--- src/rtl/vr_fetch_unit_if.sv ---
// rtl/vr_fetch_unit_if.sv - fetch unit bus: imem address/data, redirect, decode handshake, status
interface vr_fetch_unit_if;
  logic [31:0] imem_addr;
  logic [31:0] imem_inst;
  logic        redirect_valid;
  logic [31:0] redirect_pc;
  logic        out_valid;
  logic        out_ready;
  logic [31:0] out_inst;
  logic [31:0] out_pc;
  logic        halted;
  logic        misalign_err;

  modport master (
    output imem_addr, out_valid, out_inst, out_pc, halted, misalign_err,
    input  imem_inst, redirect_valid, redirect_pc, out_ready
  );

  modport slave (
    input  imem_addr, out_valid, out_inst, out_pc, halted, misalign_err,
    output imem_inst, redirect_valid, redirect_pc, out_ready
  );
endinterface

--- src/rtl/vr_fetch_unit.sv ---
// rtl/vr_fetch_unit.sv - instruction fetch front end with PC, instruction FIFO and redirect
module vr_fetch_unit #(
  parameter logic [31:0] RESET_PC = 32'h0000_0000,
  parameter int          DEPTH    = 2
) (
  input  logic            clk,
  input  logic            reset,
  vr_fetch_unit_if.master bus
);

  localparam int PTR_W = $clog2(DEPTH);
  localparam int CNT_W = $clog2(DEPTH) + 1;

  typedef enum logic [1:0] {RUN, FULL, HALT} state_e;

  state_e             state_q, state_d;
  logic [31:0]        pc_q, pc_d;
  logic [PTR_W-1:0]   rd_ptr_q, rd_ptr_d;
  logic [PTR_W-1:0]   wr_ptr_q, wr_ptr_d;
  logic [CNT_W-1:0]   count_q, count_d;
  logic               misalign_q, misalign_d;
  logic [31:0]        pc_mem_q   [DEPTH];
  logic [31:0]        inst_mem_q [DEPTH];

  logic               out_valid;
  logic               deq;
  logic               fetch_en;
  logic               zero_word;
  logic               enq;

  assign out_valid        = (count_q != '0);
  assign bus.imem_addr    = pc_q;
  assign bus.out_valid    = out_valid;
  assign bus.out_inst     = inst_mem_q[rd_ptr_q];
  assign bus.out_pc       = pc_mem_q[rd_ptr_q];
  assign bus.halted       = (state_q == HALT);
  assign bus.misalign_err = misalign_q;

  // A full buffer may still fetch when decode frees the head in the same cycle.
  always_comb begin
    deq       = out_valid && bus.out_ready;
    fetch_en  = (state_q != HALT) && !bus.redirect_valid &&
                ((count_q < CNT_W'(DEPTH)) || deq);
    zero_word = (bus.imem_inst == 32'h0);
    enq       = fetch_en && !zero_word;
  end

  always_comb begin
    state_d    = state_q;
    pc_d       = pc_q;
    rd_ptr_d   = rd_ptr_q;
    wr_ptr_d   = wr_ptr_q;
    count_d    = count_q;
    misalign_d = misalign_q;

    if (bus.redirect_valid) begin
      state_d    = RUN;
      pc_d       = {bus.redirect_pc[31:2], 2'b00};
      rd_ptr_d   = '0;
      wr_ptr_d   = '0;
      count_d    = '0;
      misalign_d = misalign_q | (|bus.redirect_pc[1:0]);
    end else begin
      if (deq) begin
        rd_ptr_d = rd_ptr_q + PTR_W'(1);
      end
      if (enq) begin
        wr_ptr_d = wr_ptr_q + PTR_W'(1);
        pc_d     = pc_q + 32'd4;
      end
      count_d = count_q + CNT_W'(enq) - CNT_W'(deq);

      case (state_q)
        RUN, FULL: begin
          if (fetch_en && zero_word) begin
            state_d = HALT;
          end else if (count_d == CNT_W'(DEPTH)) begin
            state_d = FULL;
          end else begin
            state_d = RUN;
          end
        end
        HALT:    state_d = HALT;
        default: state_d = RUN;
      endcase
    end
  end

  always_ff @(posedge clk) begin
    if (reset) begin
      state_q    <= RUN;
      pc_q       <= RESET_PC;
      rd_ptr_q   <= '0;
      wr_ptr_q   <= '0;
      count_q    <= '0;
      misalign_q <= 1'b0;
    end else begin
      state_q    <= state_d;
      pc_q       <= pc_d;
      rd_ptr_q   <= rd_ptr_d;
      wr_ptr_q   <= wr_ptr_d;
      count_q    <= count_d;
      misalign_q <= misalign_d;
    end
  end

  // Entries are cleared on reset so the head reads zero right after it.
  always_ff @(posedge clk) begin
    if (reset) begin
      for (int i = 0; i < DEPTH; i++) begin
        pc_mem_q[i]   <= '0;
        inst_mem_q[i] <= '0;
      end
    end else if (enq) begin
      pc_mem_q[wr_ptr_q]   <= pc_q;
      inst_mem_q[wr_ptr_q] <= bus.imem_inst;
    end
  end

endmodule

--- src/flat_wrapper.sv ---
// flat-port wrapper written by rule: the top's interface ports become plain ports
module vr_fetch_unit_flat 
#(
  parameter logic [31:0] RESET_PC = 32'h0000_0000,
  parameter int          DEPTH    = 2
)
  (clk, reset, bus_imem_addr, bus_out_valid, bus_out_inst, bus_out_pc, bus_halted, bus_misalign_err, bus_imem_inst, bus_redirect_valid, bus_redirect_pc, bus_out_ready);
  vr_fetch_unit_if bus_i ();
  input  logic clk;
  input  logic reset;
  output wire logic [$bits(bus_i.imem_addr)-1:0] bus_imem_addr;
  output wire logic [$bits(bus_i.out_valid)-1:0] bus_out_valid;
  output wire logic [$bits(bus_i.out_inst)-1:0] bus_out_inst;
  output wire logic [$bits(bus_i.out_pc)-1:0] bus_out_pc;
  output wire logic [$bits(bus_i.halted)-1:0] bus_halted;
  output wire logic [$bits(bus_i.misalign_err)-1:0] bus_misalign_err;
  input wire logic [$bits(bus_i.imem_inst)-1:0] bus_imem_inst;
  input wire logic [$bits(bus_i.redirect_valid)-1:0] bus_redirect_valid;
  input wire logic [$bits(bus_i.redirect_pc)-1:0] bus_redirect_pc;
  input wire logic [$bits(bus_i.out_ready)-1:0] bus_out_ready;
  assign bus_imem_addr = bus_i.imem_addr;
  assign bus_out_valid = bus_i.out_valid;
  assign bus_out_inst = bus_i.out_inst;
  assign bus_out_pc = bus_i.out_pc;
  assign bus_halted = bus_i.halted;
  assign bus_misalign_err = bus_i.misalign_err;
  assign bus_i.imem_inst = bus_imem_inst;
  assign bus_i.redirect_valid = bus_redirect_valid;
  assign bus_i.redirect_pc = bus_redirect_pc;
  assign bus_i.out_ready = bus_out_ready;
  vr_fetch_unit #(.RESET_PC(RESET_PC), .DEPTH(DEPTH)) u_core (.clk(clk), .reset(reset), .bus(bus_i));
endmodule
--- config.mk ---
export PLATFORM = sky130hd
export DESIGN_NAME = vr_fetch_unit_flat
export DESIGN_NICKNAME = d
export VERILOG_FILES = /design/src/rtl/vr_fetch_unit_if.sv /design/src/rtl/vr_fetch_unit.sv /design/src/flat_wrapper.sv
export SDC_FILE = /design/constraint.sdc
export NUM_CORES = 1
export LEC_CHECK = 0
export ABC_CLOCK_PERIOD_IN_PS = 8500
export BUFFER_PORTS_ARGS = -buffer_cell sky130_fd_sc_hd__buf_2
export CORE_MARGIN = 2
export CORE_UTILIZATION = 45
export DETAILED_ROUTE_END_ITERATION = 7
export PLACE_DENSITY_LB_ADDON = 0.12
export SLEW_MARGIN = 10
export SYNTH_ARGS = -nofsm -noshare
export SYNTH_HDL_FRONTEND = slang
export SYNTH_SLANG_ARGS = --single-unit
--- constraint.sdc ---
create_clock -name clk -period 8.5 [get_ports clk]
set_input_delay 1.275 -clock clk [delete_from_list [all_inputs] [get_ports clk]]
set_output_delay 1.275 -clock clk [all_outputs]
set_load 0.02 [all_outputs]
# After elaboration in Yosys (flattened, before gate mapping)
# Memories as Yosys holds them, arrays and structs flattened. A register that Yosys moved wholly into a read port is not among the register bits.
# Cells that the tools add are included.
[totals] in_bits=68 ff_bits=39 n_memories=2 output_inout_bits=99 ram_bits=128 elab_cells=57
[classes] n_addsub=5 magnitude_cmp=1 n_bitwise=1 muxes=20 reduce_logical=17 eq_ne=4
[mem_list] memory="u_core.inst_mem_q" depth=2 width=32 rd=1 rd_clocked_by_memory_dff=1 wr=2 line_no="vr_fetch_unit.sv:23" rtl="logic [31:0] inst_mem_q [DEPTH];"
[mem_list] memory="u_core.pc_mem_q" depth=2 width=32 rd=1 rd_clocked_by_memory_dff=1 wr=2 line_no="vr_fetch_unit.sv:22" rtl="logic [31:0] pc_mem_q [DEPTH];"
[ops] operator="two-way mux 32 bit" n=4
[ops] operator="OR reduction 32 bit" n=2
[ops] operator="adder 32 x 3 -> 32 bit (second input constant)" n=1
[ops] operator="zero test 32 bit" n=1
[ops] operator="two-way mux 1 bit" n=14
[ops] operator="OR reduction 2 bit" n=3
[ops] operator="logical AND 1 bit" n=5
[ops] operator="equality test 2 bit (second input constant)" n=2
[ops] operator="one-hot mux 2 bit (2 select lines)" n=1
[ops] operator="nonzero test 2 bit" n=2
[ops] operator="adder 1 bit (second input constant)" n=2
[ops] operator="adder 2 x 1 -> 2 bit" n=1
[ops] operator="equality test 2 x 1 -> 1 bit (second input constant)" n=1
[ops] operator="zero test 1 bit" n=2
[ops] operator="zero test 2 bit" n=1
[ops] operator="< comparator 2 bit (second input constant)" n=1
[ops] operator="two-way mux 2 bit" n=1
[ops] operator="inequality test 2 bit (second input constant)" n=1
[ops] operator="subtractor 2 x 1 -> 2 bit" n=1
[ops] operator="logical OR 1 bit" n=1
[ops] operator="OR 1 bit" n=1

# Logic depth before layout (Yosys ltp)
# Gate-level depths: netlist of the first run.
[logic_depth] word_depth=11 depth_mapped=10 depth_no_buf=9

# Worst setup path after synthesis of the first run
# Ideal clock, no wire load.
[synth_path] path_type="input port to flip-flop" startpoint="input port bus_out_ready" endpoint="memory u_core.inst_mem_q[0][0], enable pin" cell_stages=7 path_slack_ns=1.461 n_path_buf=3 arrival_time_ns=6.471 required_ns=7.932 setup_time_ns=0.568 cell_sequence="nor2b_1 > nor3_4 > o21ai_4 > buf_6 > buf_6 > buf_6 > o21ai_0"
[synth_lines] element="start: declaration" line_no="flat_wrapper.sv:20" rtl="input wire logic [$bits(bus_i.out_ready)-1:0] bus_out_ready;"
[synth_lines] element="end: declaration" line_no="vr_fetch_unit.sv:23"

==> run summary, run 1 <==
post-DR vias/cell -> 5.34
maxcap violations -> 0
layout cells sized above 1 -> 34.9%
placed insts -> 974
Worst Skew -> 11.1 ps
starting density of the core -> 46.3%
CTS Buffer Depth -> 2
DRT antenna net count -> 0
worst hold-check path type -> register to register
Mapped Area -> 7700 µm²
vias post-DR -> 5,374
CTS tree -> built
Leak -> 0.00375 µW
Setup crit end kind -> register
metal1 wirelength -> 8000 µm
post-synthesis register bit count -> 162
DIE HEIGHT -> 135 µm
Wirelength per Cell -> 18.1 µm
status -> completed
Num CTS Buffers -> 17
nets -> 844
largest cells by area after synthesis -> edfxtp_1, and2_1, dfxtp_1, mux2_2, nand2_1
initial antenna violation count -> 0
commonest non-fill, non-tap cell in the layout -> buf_2
fin crit share -> 49.8%
largest net degree at the start of global routing -> 63
commonest non-fill, non-tap cells in the layout -> buf_2, and2_1, edfxtp_1, mux2_2, dfxtp_1
IO Port Bufs -> 162
post-cts sizing count -> 0
routed wl met3 -> 1060 µm
Post-synth top flop -> edfxtp_1
GRT Total Usage -> 20.5%
die span in x -> 135 µm
# fillers -> 1,467
Yosys top cell area share -> 48.4%
number of synthesized flops with an enable pin -> 124
worst path arrival time -> 4320 ps
Clock Latency Late Sink -> 420 ps
Area Overhead vs Synth -> 19.7%
clock period minus worst slack -> 4230 ps
register area share after synthesis -> 58.2%
FFs w/ async S/R, synth -> 0%
post-synth cell types -> 56
Post-Layout Cell Count -> 1,006
crit path launch type -> primary input
Final setup viols -> 0
area of placed instances -> 8600 µm²
fin. max-slew vios -> 0
vias in the first global route -> 5,423
PnR worst setup slack -> 4270 ps
hold buffers post-CTS -> 0
gr ovfl total -> 0
routability congestion estimate -> 0.923
most area-hungry cell type in the Yosys netlist -> edfxtp_1
FP Rows -> 47
DR pass1 iterations -> 5
first-pass GRT wire length -> 28,700 µm
post-CTS setup buffers -> 0
met2 WL -> 9000 µm
finished layout cell area -> 9220 µm²
DRC viols -> 0
P per Cell Area -> 212 nW/µm²
H-tree levels -> 4
CTS sink cnt -> 162
ANT cells -> 0
root buffer cell -> clkbuf_16
I/O pins -> 167
Post-Syn Instances -> 625
CTS clk-pin slew, worst paths -> 60 ps
Worst slew margin -> 42.2%
crit path max fanout -> 47
max frequency -> 0.236 GHz
post-route setup TNS -> 0 ps
RSZ-0062 raised after global routing -> no
DP HPWL -> 11,900 µm
initial DRC count -> 389
Die ar. -> 18,200 µm²
drt total wl -> 18,200 µm
core area -> 16,600 µm²
final hold vios -> 0
pre-CTS WS -> 3820 ps
type of the worst setup path -> primary input to register
CP Data Required Time -> 8590 ps
mean area per synthesized cell -> 12.3 µm²
Peak supply drop -> 0.148 mV
highest routed layer -> met4
Synth Warn # -> 0
Slew @ Worst Pin -> 867 ps
-- worst paths after layout --
path / start / endpoint / slack [ps] / depth (start not counted)
worst min register to register: u_core.bus.misalign_err$_SDFFE_PP0P_ / u_core.bus.misalign_err$_SDFFE_PP0P_ / 450 / 2
worst max register to register: u_core.state_q[1]$_SDFF_PP0_ / u_core.inst_mem_q[1][29]$_SDFFCE_PN0P_ / 5480 / 7
worst max-delay path: bus_imem_inst[10] / u_core.inst_mem_q[1][29]$_SDFFCE_PN0P_ / 4270 / 8
worst min-delay path: u_core.bus.misalign_err$_SDFFE_PP0P_ / u_core.bus.misalign_err$_SDFFE_PP0P_ / 450 / 2
-- worst max-delay path, stage by stage --
cell,delay (ps)
buf_2,110
nor4_1,490
nand4_2,480
o21ai_4,800
inv_4,230
nand2_1,140
nand2_2,290
buf_4,460
-- metal layers --
metal / track usage, % / vias to the layer above
met5: 0 / -
met1: 27.1 / 2610
li1: - / 2596
met3: 4.43 / 10
met4: 5.96 / 0
met2: 34.0 / 158
-- registers in the layout, summed over array words and instances, names as in the netlist, named ones only --
signal,cells
u_core.count_q,2
u_core.bus.misalign_err,1
u_core.pc_mem_q,60
u_core.wr_ptr_q,1
u_core.bus.imem_addr,30
u_core.state_q,2
u_core.inst_mem_q,64
u_core.rd_ptr_q,1
-- stage by stage --
| step | hold slack (ps) | power [µW] | util (%) |
|---|---|---|---|
| after detailed placement | 446 | 1180 | 51.7 |
| after global routing | 492 | 2020 | 55.4 |
| after floorplan | 413 | 1090 | - |
| after CTS | 454 | 1970 | 55.4 |
| final | 455 | 1950 | 55.4 |
| after global placement | 432 | 1170 | 51.7 |
-- report_power, final --
group          switching (µW)  internal (µW)
combinational             140           83.1
clock                     296            499
sequential               28.6            905
-- cell type report --
| cell class | instances | area [µm²] | share of cell area [%] |
|---|---|---|---|
| Clock buffer | 22 | 454 | 4.93 |
| Clock inverter | 10 | 159 | 1.72 |
| Inverter | 13 | 51.3 | 0.557 |
| Multi-Input combinational cell | 412 | 2940 | 31.9 |
| Sequential cell | 162 | 4490 | 48.7 |
| Tap cell | 220 | 275 | 2.99 |
| Timing Repair Buffer | 167 | 848 | 9.21 |
-- cells by family (layout without fill, tap and decap cells) --
kind of cell             count (synthesis)  count (layout)  synth area share (%)
adder cells (fa/ha/maj)                  3               3                 0.488
other                                    1               4                0.0487
XOR/XNOR                                10              10                  1.14
multiplexers                            66              66                  9.62
AND/OR/NAND/NOR                        257             257                  19.6
flip-flops                             162             162                  58.2
AO/OA/AOI/OAI                           72              72                  6.87
buffers and inverters                   54             212                  3.95
-- synthesized netlist by cell type, types with 7 or more instances --
library cell / count
a31oi_1: 16
and2_1: 127
buf_2: 7
buf_6: 10
clkbuf_1: 16
dfxtp_1: 38
edfxtp_1: 124
inv_1: 11
mux2_2: 64
nand2_1: 35
nand3_1: 11
nand4_1: 9
nor2_1: 11
nor3_1: 14
nor4_1: 18
o211ai_1: 8
o21ai_0: 11
or3_1: 8
Note: power is estimated with default switching activity, not from simulation.
==> run 2: changes to the inputs <==
--- a/config.mk
+++ b/config.mk
@@ -5,7 +5,7 @@
 export SDC_FILE = /design/constraint.sdc
 export NUM_CORES = 1
 export LEC_CHECK = 0
-export ABC_CLOCK_PERIOD_IN_PS = 8500
+export ABC_CLOCK_PERIOD_IN_PS = 4300
 export BUFFER_PORTS_ARGS = -buffer_cell sky130_fd_sc_hd__buf_2
 export CORE_MARGIN = 2
 export CORE_UTILIZATION = 45
==> constraint.sdc (replaced) <==
create_clock -name clk -period 4.3 [get_ports clk]
set_input_delay 0.645 -clock clk [delete_from_list [all_inputs] [get_ports clk]]
set_output_delay 0.645 -clock clk [all_outputs]
set_load 0.02 [all_outputs]
==> run summary, run 2 (synthesis gave the netlist of run 1 again) <==
status -> completed
drt total wl -> 18,500 µm
# fillers -> 1,421
Wirelength per Cell -> 18.3 µm
Worst Path Buf+Inv -> 3
Worst Skew -> 8.36 ps
worst path arrival time -> 3080 ps
PnR worst setup slack -> 1320 ps
DRC viols -> 0
first-pass GRT wire length -> 28,700 µm
Area Overhead vs Synth -> 21.0%
Seq pwr share -> 46.2%
met2 Track Usage GR -> 33.8%
DRT antenna net count -> 0
sw frac -> 23.1%
pre-CTS WS -> 817 ps
hold buffers post-CTS -> 0
Peak supply drop -> 0.265 mV
crit path from -> bus_imem_inst[10]
vias in the first global route -> 5,388
DIE HEIGHT -> 135 µm
max frequency -> 0.336 GHz
CTS tree -> built
CTS sink cnt -> 162
maxcap violations -> 0
Comb power frac -> 11.1%
worst reg2reg startpoint -> u_core.state_q[1]$_SDFF_PP0_
hold path depth -> 1
commonest non-fill, non-tap cell in the layout -> buf_2
Worst slew margin -> 47.8%
fin. max-slew vios -> 0
met3 Use GR -> 4.80%
final hold vios -> 0
max reg flops -> 64
DR pass1 iterations -> 5
instance count on the critical path -> 7
clock period minus worst slack -> 2980 ps
nets -> 848
gr ovfl total -> 0
initial DRC count -> 317
crit-path leading delay family -> simple AND/OR/NAND/NOR gates
I/O pins -> 167
Slowest Stage Delay on Critical Path -> 480 ps
Setup crit end kind -> register
cells on worst reg2reg path -> 6
GR Util met1 -> 27.1%
post-DR vias/cell -> 5.37
type of the worst setup path -> primary input to register
Die ar. -> 18,200 µm²
ANT cells -> 0
GRT Total Usage -> 20.7%
fin crit share -> 69.2%
routability congestion estimate -> 0.911
Worst Hold Launch -> u_core.state_q[1]$_SDFF_PP0_
post-cts sizing count -> 0
Switch Pwr -> 922 µW
commonest non-fill, non-tap cells in the layout -> buf_2, and2_1, edfxtp_1, mux2_2, dfxtp_1
clock network fraction of total power -> 42.7%
CTS clk-pin slew, worst paths -> 60 ps
DP HPWL -> 12,400 µm
Num CTS Buffers -> 17
Critical Path Slowest Stage Cell -> nor4_1
root buffer cell -> clkbuf_16
Leak -> 0.00380 µW
Final setup viols -> 0
core area -> 16,600 µm²
FP Rows -> 47
Clock Latency Late Sink -> 420 ps
Top reg by flops -> u_core.inst_mem_q
post-route setup TNS -> 0 ps
H-tree levels -> 4
worst path cell trace -> buf_2, nor4_1, nand4_2, o21ai_4, buf_4, o21ai_4, buf_4
Total Power -> 4000 µW
crit path max fanout -> 45
starting density of the core -> 46.3%
crit path launch type -> primary input
P per Cell Area -> 430 nW/µm²
initial antenna violation count -> 0
RSZ-0062 raised after global routing -> no
IO Port Bufs -> 162
worst hold-check path type -> register to register
die span in x -> 135 µm
CTS Buffer Depth -> 2
Slew @ Worst Pin -> 783 ps
layout cells sized above 1 -> 35.3%
largest net degree at the start of global routing -> 63
vias post-DR -> 5,421
gr busiest metal -> met2
CP Data Required Time -> 4400 ps
P_int -> 3080 µW
post-CTS setup buffers -> 0
==> run 2: path summary, 6_finish.rpt <==
path	end	slack (ps)
hold / removal	u_core.state_q[0]$_SDFF_PP0_	460
setup reg to reg	u_core.inst_mem_q[0][24]$_SDFFCE_PN0P_	1400
setup / recovery	u_core.inst_mem_q[0][24]$_SDFFCE_PN0P_	1320
hold reg to reg	u_core.state_q[0]$_SDFF_PP0_	460
==> run 2: area by class of cell <==
type	count	area (µm²)	area share, %
Tap cell	220	275	2.96
Multi-Input combinational cell	412	2940	31.6
Inverter	13	51.3	0.551
Clock buffer	23	468	5.02
Timing Repair Buffer	171	891	9.56
Clock inverter	9	201	2.16
Sequential cell	162	4490	48.2
==> run 2: per-layer routing <==
layer | up-vias | part of all wire, %
met5 | - | 0
met4 | 0 | 1.8
met3 | 23 | 5.5
met2 | 165 | 49
met1 | 2622 | 44
li1 | 2611 | -
==> run 2: stage by stage <==
step	hold WS [ps]	instances	util, %	instance area [µm²]
after floorplan	413	628	-	7710
after global placement	428	978	51.9	8640
after detailed placement	440	978	51.9	8640
after CTS	448	1010	56.0	9310
after global routing	468	1010	56.0	9310
final	455	1010	56.0	9310
==> run 2: power groups by stage <==
stage | Clock (µW) | Combinational (µW) | Sequential (µW)
5_1_grt | 1790 | 480 | 1860
3_5_place_dp | 0 | 447 | 1880
4_1_cts | 1730 | 449 | 1850
6_report | 1710 | 443 | 1850
3_3_place_gp | 0 | 441 | 1880
2_1_floorplan | 0 | 274 | 1880
==> run 3: changes to the inputs <==
--- a/config.mk
+++ b/config.mk
@@ -5,7 +5,7 @@
 export SDC_FILE = /design/constraint.sdc
 export NUM_CORES = 1
 export LEC_CHECK = 0
-export ABC_CLOCK_PERIOD_IN_PS = 4300
+export ABC_CLOCK_PERIOD_IN_PS = 2500
 export BUFFER_PORTS_ARGS = -buffer_cell sky130_fd_sc_hd__buf_2
 export CORE_MARGIN = 2
 export CORE_UTILIZATION = 45
==> constraint.sdc (replaced) <==
create_clock -name clk -period 2.5 [get_ports clk]
set_input_delay 0.375 -clock clk [delete_from_list [all_inputs] [get_ports clk]]
set_output_delay 0.375 -clock clk [all_outputs]
set_load 0.02 [all_outputs]
==> run summary, run 3 (synthesis gave the netlist of run 1 again) <==
status -> completed
ANT cells -> 0
nets -> 862
DIE HEIGHT -> 135 µm
CTS Buffer Depth -> 2
post-route setup TNS -> 0 ps
crit path max fanout -> 7
Worst slew margin -> 58.3%
final hold vios -> 0
Peak supply drop -> 0.466 mV
crit path launch type -> register
metal1 wirelength -> 8180 µm
DRT antenna net count -> 0
WHS -> 194 ps
Wirelength per Cell -> 18.4 µm
starting density of the core -> 46.3%
FP Rows -> 47
vias post-DR -> 5,534
die span in x -> 135 µm
PnR worst setup slack -> 260 ps
DP HPWL -> 12,100 µm
Leak -> 0.00388 µW
maxcap violations -> 0
root buffer cell -> clkbuf_16
H-tree levels -> 4
RSZ-0062 raised after global routing -> no
DR pass1 iterations -> 5
CP Data Required Time -> 2790 ps
first-pass GRT wire length -> 29,600 µm
fin. max-slew vios -> 0
initial DRC count -> 428
post-CTS setup buffers -> 0
CTS sink cnt -> 162
worst path arrival time -> 2530 ps
routability congestion estimate -> 0.866
I/O pins -> 167
core area -> 16,600 µm²
max reg flops -> 64
commonest non-fill, non-tap cell in the layout -> buf_2
type of the worst setup path -> register to register
Setup crit end kind -> register
worst hold-check path type -> primary input to register
drt total wl -> 18,900 µm
Clock Latency Late Sink -> 430 ps
Worst Skew -> 11.2 ps
routed wl met3 -> 1180 µm
Final setup viols -> 0
largest net degree at the start of global routing -> 63
Area Overhead vs Synth -> 22.7%
post-DR vias/cell -> 5.40
vias in the first global route -> 5,618
clock period minus worst slack -> 2240 ps
gr ovfl total -> 0
P per Cell Area -> 716 nW/µm²
IO Port Bufs -> 162
initial antenna violation count -> 0
Slew @ Worst Pin -> 626 ps
max frequency -> 0.446 GHz
highest routed layer -> met4
pre-CTS WS -> -122 ps
Num CTS Buffers -> 17
Top reg by flops -> u_core.inst_mem_q
commonest non-fill, non-tap cells in the layout -> buf_2, and2_1, edfxtp_1, mux2_2, dfxtp_1
Die ar. -> 18,200 µm²
met2 WL -> 9320 µm
layout cells sized above 1 -> 36.9%
DRC viols -> 0
fin crit share -> 89.6%
GRT Total Usage -> 21.3%
CTS clk-pin slew, worst paths -> 70 ps
CTS tree -> built
-- run 3: critical path: stages (launching register included) --
cell,delay (ps)
dfxtp_1,440
ha_1,220
nand4_1,190
or4_1,580
nor3_1,340
mux2_2,230
o221ai_1,110
-- run 3: stage by stage --
stage / utilization (%) / total power [µW] / instances / cell area, µm²
6_report: 56.7 / 6760 / 1024 / 9440
5_1_grt: 56.7 / 6990 / 1024 / 9440
4_1_cts: 56.7 / 6810 / 1024 / 9440
3_5_place_dp: 52.9 / 4030 / 992 / 8800
3_3_place_gp: 52.9 / 4010 / 992 / 8800
2_1_floorplan: - / 3710 / 628 / 7740
-- run 3: final timing paths --
path | from | end | slack [ps] | cells after the start
worst max register to register | u_core.bus.imem_addr[3]$_SDFFE_PP0P_ | u_core.bus.imem_addr[28]$_SDFFE_PP0P_ | 260 | 6
worst max-delay path | u_core.bus.imem_addr[3]$_SDFFE_PP0P_ | u_core.bus.imem_addr[28]$_SDFFE_PP0P_ | 260 | 6
worst min-delay path | bus_redirect_pc[21] | u_core.bus.imem_addr[21]$_SDFFE_PP0P_ | 190 | 3
worst min register to register | u_core.bus.misalign_err$_SDFFE_PP0P_ | u_core.bus.misalign_err$_SDFFE_PP0P_ | 460 | 2
-- run 3: area by class of cell --
| class | instances | area, µm² |
|---|---|---|
| Multi-Input combinational cell | 412 | 2960 |
| Sequential cell | 162 | 4490 |
| Inverter | 13 | 51.3 |
| Clock inverter | 13 | 183 |
| Fill cell | 1464 | 7200 |
| Tap cell | 220 | 275 |
| Timing Repair Buffer | 185 | 1030 |
| Clock buffer | 19 | 453 |
-- run 3: where the power goes --
group          total [µW]  switching (µW)  internal, µW  leakage (µW)
sequential           3170            91.9          3070       0.00164
combinational         805             495           311       0.00194
clock                2790            1060          1720      0.000303
-- run 3: layer usage --
layer / track usage [%] / vias up
li1: - / 2641
met1: 27.9 / 2693
met2: 35.5 / 184
met3: 4.47 / 16
met4: 6.55 / 0
met5: 0 / -
-- run 3: repair_timing --
item	CTS	global route
resized for setup	0	1
setup endpoints to repair	0	1
hold buffers	0	0
